`src/rtl/hsynth_audio_pkg.sv`:
```
// Shared definitions for the synth audio path: default sample width,
// the capture word layout seen by the APB capture/DMA block, and the
// states of the capture write-pulse FSM.
package hsynth_audio_pkg;

    localparam int SAMPLE_W_DEF = 32;

    // Capture word layout at the default sample width: left in the upper half.
    localparam int CAP_W = 2 * SAMPLE_W_DEF;
    localparam int L_MSB = CAP_W - 1;
    localparam int L_LSB = SAMPLE_W_DEF;
    localparam int R_MSB = SAMPLE_W_DEF - 1;
    localparam int R_LSB = 0;

    typedef enum logic [1:0] {
        IDLE  = 2'd0,
        PULSE = 2'd1,
        HOLD  = 2'd2
    } wr_state_t;

endpackage

```
`src/rtl/hsynth_i2s_timing.sv`:
```
// I2S master timing: divides clk down to bclk, tracks the bit position
// within the stereo frame and drives lrclk with the standard one-bit
// delay. Emits a strobe for every bclk high->low toggle and a frame-load
// strobe on the toggle that wraps the bit counter back to 0.
module hsynth_i2s_timing
    import hsynth_audio_pkg::*;
#(
    parameter int BCLK_DIV = 8,
    parameter int SAMPLE_W = SAMPLE_W_DEF
) (
    input  logic clk,
    input  logic reset_n,
    output logic bclk,
    output logic lrclk,
    output logic bclk_fall,
    output logic frame_load
);

    localparam int FRAME_BITS = 2 * SAMPLE_W;
    localparam int DIV_W      = $clog2(BCLK_DIV);
    localparam int BIT_W      = $clog2(FRAME_BITS);

    localparam logic [DIV_W-1:0] DIV_LAST = DIV_W'(BCLK_DIV - 1);
    localparam logic [BIT_W-1:0] BIT_LAST = BIT_W'(FRAME_BITS - 1);

    logic [DIV_W-1:0] div_cnt;
    logic [BIT_W-1:0] bit_cnt;
    logic [BIT_W-1:0] bit_cnt_next;
    logic             div_tc;
    logic             lr_next;

    assign div_tc       = (div_cnt == DIV_LAST);
    assign bclk_fall    = div_tc & bclk;
    assign frame_load   = bclk_fall & (bit_cnt == BIT_LAST);
    assign bit_cnt_next = (bit_cnt == BIT_LAST) ? '0 : bit_cnt + 1'b1;

    // lrclk goes high one bit early so the right MSB lands one bclk after the switch
    assign lr_next = (int'(bit_cnt_next) >= SAMPLE_W - 1) &&
                     (int'(bit_cnt_next) <= FRAME_BITS - 2);

    // Divider, bit clock, bit position and word select
    always_ff @(posedge clk or negedge reset_n) begin
        if (!reset_n) begin
            div_cnt <= '0;
            bclk    <= 1'b0;
            bit_cnt <= '0;
            lrclk   <= 1'b0;
        end else begin
            if (div_tc) begin
                div_cnt <= '0;
                bclk    <= ~bclk;
            end else begin
                div_cnt <= div_cnt + 1'b1;
            end
            if (bclk_fall) begin
                bit_cnt <= bit_cnt_next;
                lrclk   <= lr_next;
            end
        end
    end

endmodule

```
`src/rtl/hsynth_capture_serializer.sv`:
```
// Takes stereo pairs from the synth mixer, plays them out as an I2S master
// and mirrors every transmitted frame into the capture path as one word
// qualified by a wide write pulse. The consumer resynchronises the pulse
// and writes on its falling edge, so the word is frozen through a hold
// window after the pulse drops.
module hsynth_capture_serializer
    import hsynth_audio_pkg::*;
#(
    parameter int BCLK_DIV = 8,
    parameter int SAMPLE_W = SAMPLE_W_DEF,
    parameter int WR_PULSE = 4,
    parameter int WR_HOLD  = 4,
    parameter int CNT_W    = 16
) (
    input  logic                  clk,
    input  logic                  reset_n,
    input  logic [SAMPLE_W-1:0]   sample_l,
    input  logic [SAMPLE_W-1:0]   sample_r,
    input  logic                  sample_valid,
    output logic                  sample_ready,
    input  logic                  i2s_capture_enable,
    input  logic                  capture_fifo_full,
    output logic [2*SAMPLE_W-1:0] capture_fifo_data,
    output logic                  i2s_capture_fifo_write,
    output logic                  bclk,
    output logic                  lrclk,
    output logic                  sdata,
    output logic [CNT_W-1:0]      underrun_cnt,
    output logic [CNT_W-1:0]      drop_cnt
);

    localparam int FRAME_W = 2 * SAMPLE_W;
    localparam int PH_MAX  = (WR_PULSE > WR_HOLD) ? WR_PULSE : WR_HOLD;
    localparam int PH_W    = $clog2(PH_MAX);

    localparam logic [PH_W-1:0] PULSE_LAST = PH_W'(WR_PULSE - 1);
    localparam logic [PH_W-1:0] HOLD_LAST  = PH_W'(WR_HOLD - 1);

    logic               bclk_fall;
    logic               frame_load;
    logic               hold_valid;
    logic [FRAME_W-1:0] hold_pair;
    logic [FRAME_W-1:0] shreg;
    logic               capture_req;
    wr_state_t          state;
    logic [PH_W-1:0]    phase_cnt;

    hsynth_i2s_timing #(
        .BCLK_DIV (BCLK_DIV),
        .SAMPLE_W (SAMPLE_W)
    ) u_timing (
        .clk        (clk),
        .reset_n    (reset_n),
        .bclk       (bclk),
        .lrclk      (lrclk),
        .bclk_fall  (bclk_fall),
        .frame_load (frame_load)
    );

    assign sample_ready = ~hold_valid;
    assign sdata        = shreg[FRAME_W-1];
    assign capture_req  = frame_load & hold_valid & i2s_capture_enable & ~capture_fifo_full;

    // Holding register: a new handshake wins over the frame load emptying it
    always_ff @(posedge clk or negedge reset_n) begin
        if (!reset_n) begin
            hold_valid <= 1'b0;
            hold_pair  <= '0;
        end else begin
            if (frame_load) begin
                hold_valid <= 1'b0;
            end
            if (sample_valid && sample_ready) begin
                hold_valid <= 1'b1;
                hold_pair  <= {sample_l, sample_r};
            end
        end
    end

    // Output shift register and underrun accounting; empty frames send silence
    always_ff @(posedge clk or negedge reset_n) begin
        if (!reset_n) begin
            shreg        <= '0;
            underrun_cnt <= '0;
        end else if (frame_load) begin
            if (hold_valid) begin
                shreg <= hold_pair;
            end else begin
                shreg <= '0;
                if (underrun_cnt != '1) begin
                    underrun_cnt <= underrun_cnt + 1'b1;
                end
            end
        end else if (bclk_fall) begin
            shreg <= shreg << 1;
        end
    end

    // Capture write FSM: latch the word, pulse write, then hold the word stable
    always_ff @(posedge clk or negedge reset_n) begin
        if (!reset_n) begin
            state                  <= IDLE;
            phase_cnt              <= '0;
            i2s_capture_fifo_write <= 1'b0;
            capture_fifo_data      <= '0;
            drop_cnt               <= '0;
        end else begin
            case (state)
                IDLE: begin
                    if (capture_req) begin
                        state                  <= PULSE;
                        phase_cnt              <= '0;
                        i2s_capture_fifo_write <= 1'b1;
                        capture_fifo_data      <= hold_pair;
                    end
                end
                PULSE: begin
                    if (phase_cnt == PULSE_LAST) begin
                        state                  <= HOLD;
                        phase_cnt              <= '0;
                        i2s_capture_fifo_write <= 1'b0;
                    end else begin
                        phase_cnt <= phase_cnt + 1'b1;
                    end
                end
                HOLD: begin
                    if (phase_cnt == HOLD_LAST) begin
                        state     <= IDLE;
                        phase_cnt <= '0;
                    end else begin
                        phase_cnt <= phase_cnt + 1'b1;
                    end
                end
                default: begin
                    state                  <= IDLE;
                    phase_cnt              <= '0;
                    i2s_capture_fifo_write <= 1'b0;
                end
            endcase
            if (capture_req && (state != IDLE) && (drop_cnt != '1)) begin
                drop_cnt <= drop_cnt + 1'b1;
            end
        end
    end

endmodule

```
`config.mk`:
```
export PLATFORM = sky130hd
export DESIGN_NAME = hsynth_capture_serializer
export DESIGN_NICKNAME = d
export VERILOG_FILES = /design/src/rtl/hsynth_audio_pkg.sv /design/src/rtl/hsynth_i2s_timing.sv /design/src/rtl/hsynth_capture_serializer.sv
export SDC_FILE = /design/constraint.sdc
export NUM_CORES = 1
export LEC_CHECK = 0
export CORE_AREA = 5 5 177 179
export CTS_CLUSTER_DIAMETER = 80
export DETAILED_ROUTE_END_ITERATION = 8
export DIE_AREA = 0 0 182 184
export PLACE_DENSITY_LB_ADDON = 0.25
export SETUP_SLACK_MARGIN = 0.1
export SLEW_MARGIN = 20
export SYNTH_ARGS = -nofsm -noshare
export SYNTH_HDL_FRONTEND = slang
export SYNTH_SLANG_ARGS = --single-unit
```
`constraint.sdc`:
```
create_clock -name clk -period 2.8 [get_ports clk]
set_input_delay 0.56 -clock clk [delete_from_list [all_inputs] [get_ports clk]]
set_output_delay 0.56 -clock clk [all_outputs]
set_load 0.01 [all_outputs]
```
# == Word-level counts from Yosys, hierarchy flattened ==
# Cells that the tools add are included.
# word_totals
regBits,241
input_bits,69
output_inout_bits,101
elab_cells,69
# classes
n_addsub,5
magnitude_cmp,2
n_eq_ne,10
muxes,17
n_bitwise,9
reduce_logical,13
# op_table
cell,n
two-way mux 64 bit,3
"adder 16 x 1 -> 16 bit, second input constant",2
"inequality test 16 bit, second input constant",2
two-way mux 2 bit,5
AND reduction 3 bit,3
"adder 6 x 1 -> 6 bit, second input constant",1
"== test 6 bit, second input constant",1
">= comparator 6 x 5 -> 1 bit, second input constant",1
"less-or-equal comparator 6 bit, second input constant",1
two-way mux 6 bit,1
"inequality test 2 bit, second input constant",3
one-hot mux 2 bit (3 select lines),1
nonzero test 2 bit,3
bitwise AND 1 bit,5
"== test 2 bit, second input constant",2
logical AND 1 bit,4
two-way mux 1 bit,4
inverter 1 bit,4
one-hot mux 2 bit (2 select lines),1
"adder 3 x 1 -> 3 bit, second input constant",1
"== test 3 bit, second input constant",1
two-way mux 3 bit,1
one-hot mux 1 bit (3 select lines),1
"adder 2 x 1 -> 2 bit, second input constant",1
4 further kinds,4

# == Depth between registers and ports, before layout ==
# Gate-level depths: netlist of the first run.
# logic_depth
depth_word,8
ltp_mapped,8
mapped_depth_nobuf,7

# == By module ==
# Synthesis of the first run repeated with hierarchy kept, for this count alone.
# unflattened
cells_unflattened,769
hier_area_um2,9967.1
# modules_own_cells
mod,n_inst,cells_per_inst,area_each_um2,seq_area_each_um2
hsynth_capture_serializer,1,716,9411.5,5755.5
hsynth_i2s_timing,1,53,555.5,275.3

# == Worst setup path before layout of the first run ==
# Ideal clock, no wire load.
# synth_path
path_type,register to register
start,register u_timing.div_cnt[0]
end,register drop_cnt[15]
setup_ns,0.128
arrival_ns,1.874
required_time_ns,2.672
path_slack_ns,0.799
path_stages_with_launch,8
path_buffers,0
synth_period_minus_slack_ns,2.001
cell_sequence,dfrtp_1 > ha_1 > ha_1 > nand3_2 > nor4_4 > nand2_1 > nor4_1 > mux2_1
# synth_between
elab_chain_cells,8
# synth_lines
element,line_no,text
start: declaration,hsynth_i2s_timing.sv:26,logic [DIV_W-1:0] div_cnt;
start signal: assignment,hsynth_i2s_timing.sv:53,div_cnt <= div_cnt + 1'b1;
== test 3 bit,hsynth_i2s_timing.sv:32,assign div_tc = (div_cnt == DIV_LAST);
bitwise AND 1 bit,hsynth_i2s_timing.sv:33,assign bclk_fall = div_tc & bclk;
bitwise AND 1 bit,hsynth_i2s_timing.sv:34,assign frame_load = bclk_fall & (bit_cnt == BIT_LAST);
bitwise AND 1 bit (3 in a row),hsynth_capture_serializer.sv:62,assign capture_req = frame_load & hold_valid & i2s_capture_enable & ~capture_fifo_full;
logical AND 1 bit (2 in a row),hsynth_capture_serializer.sv:140,if (capture_req && (state != IDLE) && (drop_cnt != '1)) begin
end signal: assignment,hsynth_capture_serializer.sv:141,drop_cnt <= drop_cnt + 1'b1;
end: declaration,hsynth_capture_serializer.sv:29,output logic [CNT_W-1:0] drop_cnt
# Every way passes these cells.
# A chain may end at the register's enable or synchronous reset.

# == Worst setup path after layout of the first run ==
# layout_path
start,register u_timing.bit_cnt[0]
end,register drop_cnt[15]
# layout_between
elab_chain_cells,7
# layout_lines
element,line_no,text
start: declaration,hsynth_i2s_timing.sv:27,logic [BIT_W-1:0] bit_cnt;
start signal: assignment,hsynth_i2s_timing.sv:56,bit_cnt <= bit_cnt_next;
== test 6 bit,hsynth_i2s_timing.sv:34,
bitwise AND 1 bit,hsynth_i2s_timing.sv:34,
bitwise AND 1 bit (3 in a row),hsynth_capture_serializer.sv:62,
logical AND 1 bit (2 in a row),hsynth_capture_serializer.sv:140,
# Every way passes these cells.

==> results of run 1 <==
[where the power goes]
part           internal (µW)  leakage [µW]  switching, µW
combinational            129       0.00217           95.9
clock                   2420      0.000485           1470
sequential              3530       0.00328           35.7
total                   6080       0.00594           1600
[synthesized netlist by cell type (all sizes together) (3+ instances only)]
cell type	n	area [µm²]
a31oi	63	394
and4	6	52.6
xor2	14	123
nand4	15	109
nor2	72	270
nor3	8	55.1
nand3	81	410
clkbuf	35	131
mux2	133	1500
nor4	5	65.1
a21oi	11	55.1
o21ai	6	30.0
buf	18	83.8
nand2b	3	18.8
inv	9	33.8
and3	8	50.1
ha	11	138
nand2	90	345
xnor2	15	131
dfrtp	241	6030
[critical path, stage by stage, from the launching register on]
cell and delay (ns):
dfrtp_1 0.44, ha_1 0.38, nand3_2 0.26, nor4_4 0.47
nand2_1 0.16, nor4_1 0.23, mux2_1 0.36
[metal layers]
layer	part of all wire	global-route usage
met4	0.011	0.0273
met5	0.00047	0
met1	0.48	0.194
met3	0.065	0.0360
met2	0.44	0.213
[per-stage QoR]
step / cells / hold WS, ns / setup WS (ns) / power, µW
global route: 1430 / 0.0971 / 0.263 / 7960
global placement: 1380 / 0.412 / 0.360 / 3860
CTS: 1430 / 0.0600 / 0.410 / 7810
finish: 1430 / 0.0396 / 0.384 / 7680
floorplan: 859 / 0.264 / 0.799 / 3660
detailed placement: 1380 / 0.427 / 0.326 / 3860
[cell families (layout without fill, tap and decap cells)]
kind of cell / after synthesis / count (layout) / synth area share
mux: 134 / 134 / 0.148
simple gates: 294 / 294 / 0.140
xor+xnor: 29 / 29 / 0.0249
compound gates: 88 / 88 / 0.0574
fa+ha+maj: 11 / 11 / 0.0135
buf+inv: 62 / 243 / 0.0244
flops: 241 / 241 / 0.592
[state kept, by name, indices dropped and copies added (netlist names)]
signal and flops:
i2s_capture_fifo_write 1, u_timing.bclk 1, hold_valid 1, phase_cnt 2, hold_pair 64, shreg 64, u_timing.div_cnt 3, underrun_cnt 16
u_timing.bit_cnt 6, drop_cnt 16, state 2, u_timing.lrclk 1, capture_fifo_data 64
[cell type report]
| class | instances | area share |
|---|---|---|
| clock buffers | 36 | 0.0582 |
| clock inverters | 14 | 0.0158 |
| well taps | 390 | 0.0364 |
| repair buffers | 184 | 0.143 |
| inverters | 9 | 0.00252 |
| multi-input cells | 556 | 0.294 |
| flip-flops and latches | 241 | 0.450 |
[worst paths after layout]
path,from,to,slack (ns)
max,u_timing.bit_cnt[0],drop_cnt[15],0.38
min,reset_n,underrun_cnt[9],0.04
max reg2reg,u_timing.bit_cnt[0],drop_cnt[15],0.38
min reg2reg,u_timing.div_cnt[0],u_timing.div_cnt[0],0.43
max in group asynchronous,reset_n,shreg[3],2.03
min in group clk,u_timing.div_cnt[0],u_timing.div_cnt[0],0.43
==> metrics.csv, run 1 <==
stage,metric,value,unit
status,status,"complete, no violations",
cts,post_cts_buffers,0,
sta,fmax,414,MHz
cts,cts_hold_buf,0,
cts,h-tree-depth,1,
setup_path,worstSetupStartpointType,flop,
global_route,antenna_found_initial,1,
power_and_ir_drop,power_leakage,0.00594,µW
synthesis,synth_cell_types,42,
final_layout,postLayoutCoreUtil,0.455,
final_layout,n_antenna_cell,0,
sta,period_share,0.863,
setup_path,endpoint_kind,flop,
final_layout,multi_input_area,3940,µm²
placed_design,port_buffers,169,
sta,tns,0,ns
detailed_routing,vias,7092,
detailed_routing,wl,23400,µm
final_layout,final_area,13400,µm²
placed_design,dp_hpwl,15000,µm
detailed_routing,ant_nets,0,
die,start_util,0.346,
global_route,grt_pass1_wl,38200,µm
detailed_routing,drcViolationCount,0,
power_and_ir_drop,vdd_ir_drop_max,375,µV
detailed_routing,drtPass1Iterations,4,
sta,finalCriticalPeriod,2.42,ns
global_route,grt_pass1_vias,7220,
power_and_ir_drop,cellPowerDensity,573,nW/µm²
detailed_routing,drt_iter0_markers,412,
cts,cts_root_buf,clkbuf_16,
final_layout,seqCellArea,6030,µm²
sta,grt_setup_unrepaired,no,
synthesis,synth_edf_count,0,
global_route,grt_max_degree,85,
die,die_width,182,µm
die,die_area,33500,µm²
die,core-area,29400,µm²
sta,setup_viol,0,
sta,worst_slew_margin_rel,0.506,
final_layout,syn2layout_area_growth,31.5,%
placed_design,place.gp.congestion,0.784,
global_route,grt_usage,0.137,
cts,numClockSinks,241,
synthesis,syn_avg_cell_area,11.9,µm²
cts,cts_resized,0,
synthesis,yosysSeqAreaShare,0.592,
sta,tightest_slew,0.741,ns
synthesis,syn_nets,939,
final_layout,layout_common_cells,"240 x dfrtp_1, 168 x clkdlybuf4s50_1, 132 x mux2_2",
cts,clkTransAtPathRegs,0.06,ns
final_layout,final.fill_count,2679,
final_layout,drive_above_1_share,0.207,
cts,cts_buffers,27,
cts,insertion_delay,0.53,ns
setup_path,reg2reg_depth,6,
final_layout,mostFrequentLayoutCell,dfrtp_1,
sta,timing_hold_violations_final,0,
setup_path,path_class,reg2reg,
synthesis,ys.flop_type,dfrtp_1,
synthesis,syn_area,10200,µm²
sta,skew,0.0154,ns
die,die_h,184,µm
synthesis,synthCells,859,
setup_path,critPathMaxFanout,7,
setup_path,cp_data_arrival_time,2.81,ns
global_route,overflow,0,
synthesis,yosys_warnings,0,
cts,cts_tree,yes,
synthesis,synth_seq_cells,241,
die,pin_count,170,
placed_design,placed_area,12400,µm²
final_layout,nNetsFinal,1099,
hold_path,holdCritPathClass,in2async,
detailed_routing,routed_via_density,4.96,
setup_path,required,3.20,ns
synthesis,synthArstFlopShare,1.00,
cts,clockBufferDepth,3,
run,maxCapViolCount,0,
die,num_rows,63,
sta,finalMaxSlewViolations,0,
detailed_routing,wl_per_cell,16.4,µm
No activity file was read; power rests on OpenSTA's default activity.
==> run 2: changes to the inputs <==
==> constraint.sdc (replaced) <==
create_clock -name clk -period 2.8 [get_ports clk]
set_input_delay 0.42 -clock clk [delete_from_list [all_inputs] [get_ports clk]]
set_output_delay 0.42 -clock clk [all_outputs]
set_load 0.01 [all_outputs]
==> run 2 against run 1 <==
Against the previous run:
- total power shrank 5.5%
- global-route usage shrank 0.12 points
- sequential power is essentially flat
- clock power shrank 11%
- maximum frequency shrank 4.8%
- design area shrank 1.0%
==> metrics.csv, run 2 (synthesis results as in run 1) <==
stage,metric,value,unit,change
cts,insertion_delay,0.53,ns,about the same
power_and_ir_drop,internal_power,5760,µW,-5.3%
setup_path,slowest_stage,dfrtp_2,,
global_route,grt_usage,0.135,,-0.00125
power_and_ir_drop,switching_share,0.206,,-0.00204
placed_design,port_buffers,169,,unchanged
power_and_ir_drop,vdd_ir_drop_max,346,µV,-7.7%
placed_design,dp_cells,1380,,unchanged
sta,period_share,0.906,,+0.0433
detailed_routing,vias,7023,,-0.97%
final_layout,top_regs,"capture_fifo_data: 64 flops, hold_pair: 64 flops, shreg: 64 flops",,
detailed_routing,routed_via_density,4.92,,-0.70%
power_and_ir_drop,p_comb_frac,0.031,,+0.002
cts,clkTransAtPathRegs,0.06,ns,about the same
setup_path,endpoint_kind,output pin,,
run,maxCapViolCount,0,,unchanged
sta,fmax,394,MHz,-4.8%
setup_path,critPathMaxFanout,40,,+33
die,die_h,184,µm,unchanged
final_layout,drive_above_1_share,0.198,,-0.00866
detailed_routing,wl,22700,µm,-3.1%
power_and_ir_drop,power.switching,1490,µW,-6.5%
power_and_ir_drop,p_clk_frac,0.477,,-0.029
final_layout,instances_no_fill,1426,,-0.28%
placed_design,place.gp.congestion,0.802,,+2.4%
global_route,grt_max_degree,71,,-16%
cts,clockBufferDepth,3,,unchanged
global_route,grt_pass1_wl,38200,µm,-0.20%
sta,tightest_slew,0.822,ns,+0.0805 ns
final_layout,nNetsFinal,1100,,+0.091%
placed_design,placed_area,12400,µm²,-0.20%
sta,setup_viol,0,,unchanged
setup_path,crit_chain,buf_4 > inv_1 > clkdlybuf4s50_1,,
cts,post_cts_buffers,0,,unchanged
sta,grt_setup_unrepaired,no,,
cts,cts_buffers,27,,unchanged
sta,fin_hold_ws,0.431,ns,+0.392 ns
detailed_routing,drt_iter0_markers,309,,-25%
detailed_routing,wl_per_cell,15.9,µm,-2.8%
power_and_ir_drop,power_leakage,0.00587,µW,-1.1%
die,core-area,29400,µm²,unchanged
global_route,overflow,0,,unchanged
detailed_routing,drcViolationCount,0,,unchanged
sta,skew,0.0160,ns,+0.000587 ns
die,die_area,33500,µm²,unchanged
detailed_routing,drtPass1Iterations,4,,unchanged
power_and_ir_drop,cellPowerDensity,547,nW/µm²,-4.6%
power_and_ir_drop,pwr-share-seq,0.492,,+0.027
global_route,grt_pass1_vias,7322,,+1.4%
status,status,"complete, no violations",,
setup_path,crit_path_max_incr_delay,0.53,ns,+0.06 ns
placed_design,dp_hpwl,14900,µm,-0.47%
die,die_width,182,µm,unchanged
final_layout,mostFrequentLayoutCell,dfrtp_1,,
setup_path,cpLargestDelayFamily,buffers and inverters,,
sta,finalMaxSlewViolations,0,,unchanged
setup_path,cp.buffers_inverters,3,,+3
detailed_routing,ant_nets,0,,unchanged
die,start_util,0.346,,unchanged
global_route,antenna_found_initial,0,,-1
die,num_rows,63,,unchanged
hold_path,holdCritPathClass,reg2reg,,
sta,timing_hold_violations_final,0,,unchanged
setup_path,worstSetupStartpointType,flop,,
sta,tns,0,ns,unchanged
final_layout,layout_common_cells,"240 x dfrtp_1, 168 x clkdlybuf4s50_1, 132 x mux2_2",,
final_layout,final_area,13300,µm²,-1.0%
sta,worst_slew_margin_rel,0.452,,-0.0536
final_layout,syn2layout_area_growth,30.1,%,
sta,finalCriticalPeriod,2.54,ns,+0.121 ns
cts,cts_root_buf,clkbuf_16,,
die,pin_count,170,,unchanged
cts,h-tree-depth,1,,unchanged
cts,numClockSinks,241,,unchanged
setup_path,required,2.38,ns,-0.82 ns
setup_path,path_class,reg2out,,
cts,cts_tree,yes,,
setup_path,cp_data_arrival_time,2.12,ns,-0.69 ns
[run 2: cell types whose count changed in the layout (fill, tap and decap cells not counted), sizes merged]
cell	change
bufinv	-3
clkbuf	+3
clkinv	-4
clkinvlp	-1
diode	+1
dlygate4sd3	+1
inv	-1
[run 2: per-stage QoR]
step	worst slack, ns	utilization	power, µW
after CTS	0.228	0.451	7400
after global routing	0.133	0.451	7560
final	0.262	0.451	7250
after floorplan	0.799	-	3660
after global placement	0.374	0.421	3860
after detailed placement	0.368	0.421	3860
[run 2: repair_timing]
action	4_1_cts	5_1_grt
hold buffers	1	0
gates resized for setup	0	0
endpoints found under the hold margin	65	0
[run 2: cell type report]
type                            count  area, µm²
Antenna cell                        1       2.50
Sequential cell                   241       6030
Clock inverter                      5       85.1
Inverter                            9       33.8
Clock buffer                       39        781
Fill cell                        2717      16100
Timing Repair Buffer              185       1890
Tap cell                          390        488
Multi-Input combinational cell    556       3940
[run 2: final timing paths]
path | from | to | slack [ns] | depth (start not counted)
max in group asynchronous | reset_n | capture_fifo_data[62] | 1.58 | 3
min in group asynchronous | reset_n | underrun_cnt[7] | 0.46 | 2
hold reg to reg | u_timing.div_cnt[0] | u_timing.div_cnt[0] | 0.43 | 1
setup / recovery | hold_valid | sample_ready | 0.26 | 3
setup reg to reg | u_timing.bit_cnt[0] | capture_fifo_data[62] | 0.36 | 6
hold / removal | u_timing.div_cnt[0] | u_timing.div_cnt[0] | 0.43 | 1
[run 2: power groups by stage]
stage / Combinational [µW] / Clock (µW) / Sequential [µW]
after floorplan: 43.4 / 0 / 3620
after global routing: 252 / 3730 / 3570
after CTS: 232 / 3600 / 3570
final: 223 / 3460 / 3570
after global placement: 229 / 0 / 3630
after detailed placement: 230 / 0 / 3630
[run 2: worst reg2reg max path, delay by kind of cell (launching register included)]
kind / cells / cell delay (ns)
adder cells (fa/ha/maj): 1 / 0.37
buffers and inverters: 1 / 0.30
AND/OR/NAND/NOR: 3 / 0.75
multiplexers: 1 / 0.45
flip-flops: 1 / 0.45
[run 2: metal layers]
layer | up-vias | wire length, µm | global-route usage
li1 | 3363 | - | -
met1 | 3484 | 10900 | 0.192
met2 | 150 | 9860 | 0.209
met3 | 26 | 1530 | 0.0402
met4 | 0 | 377 | 0.0258
met5 | - | 0 | 0
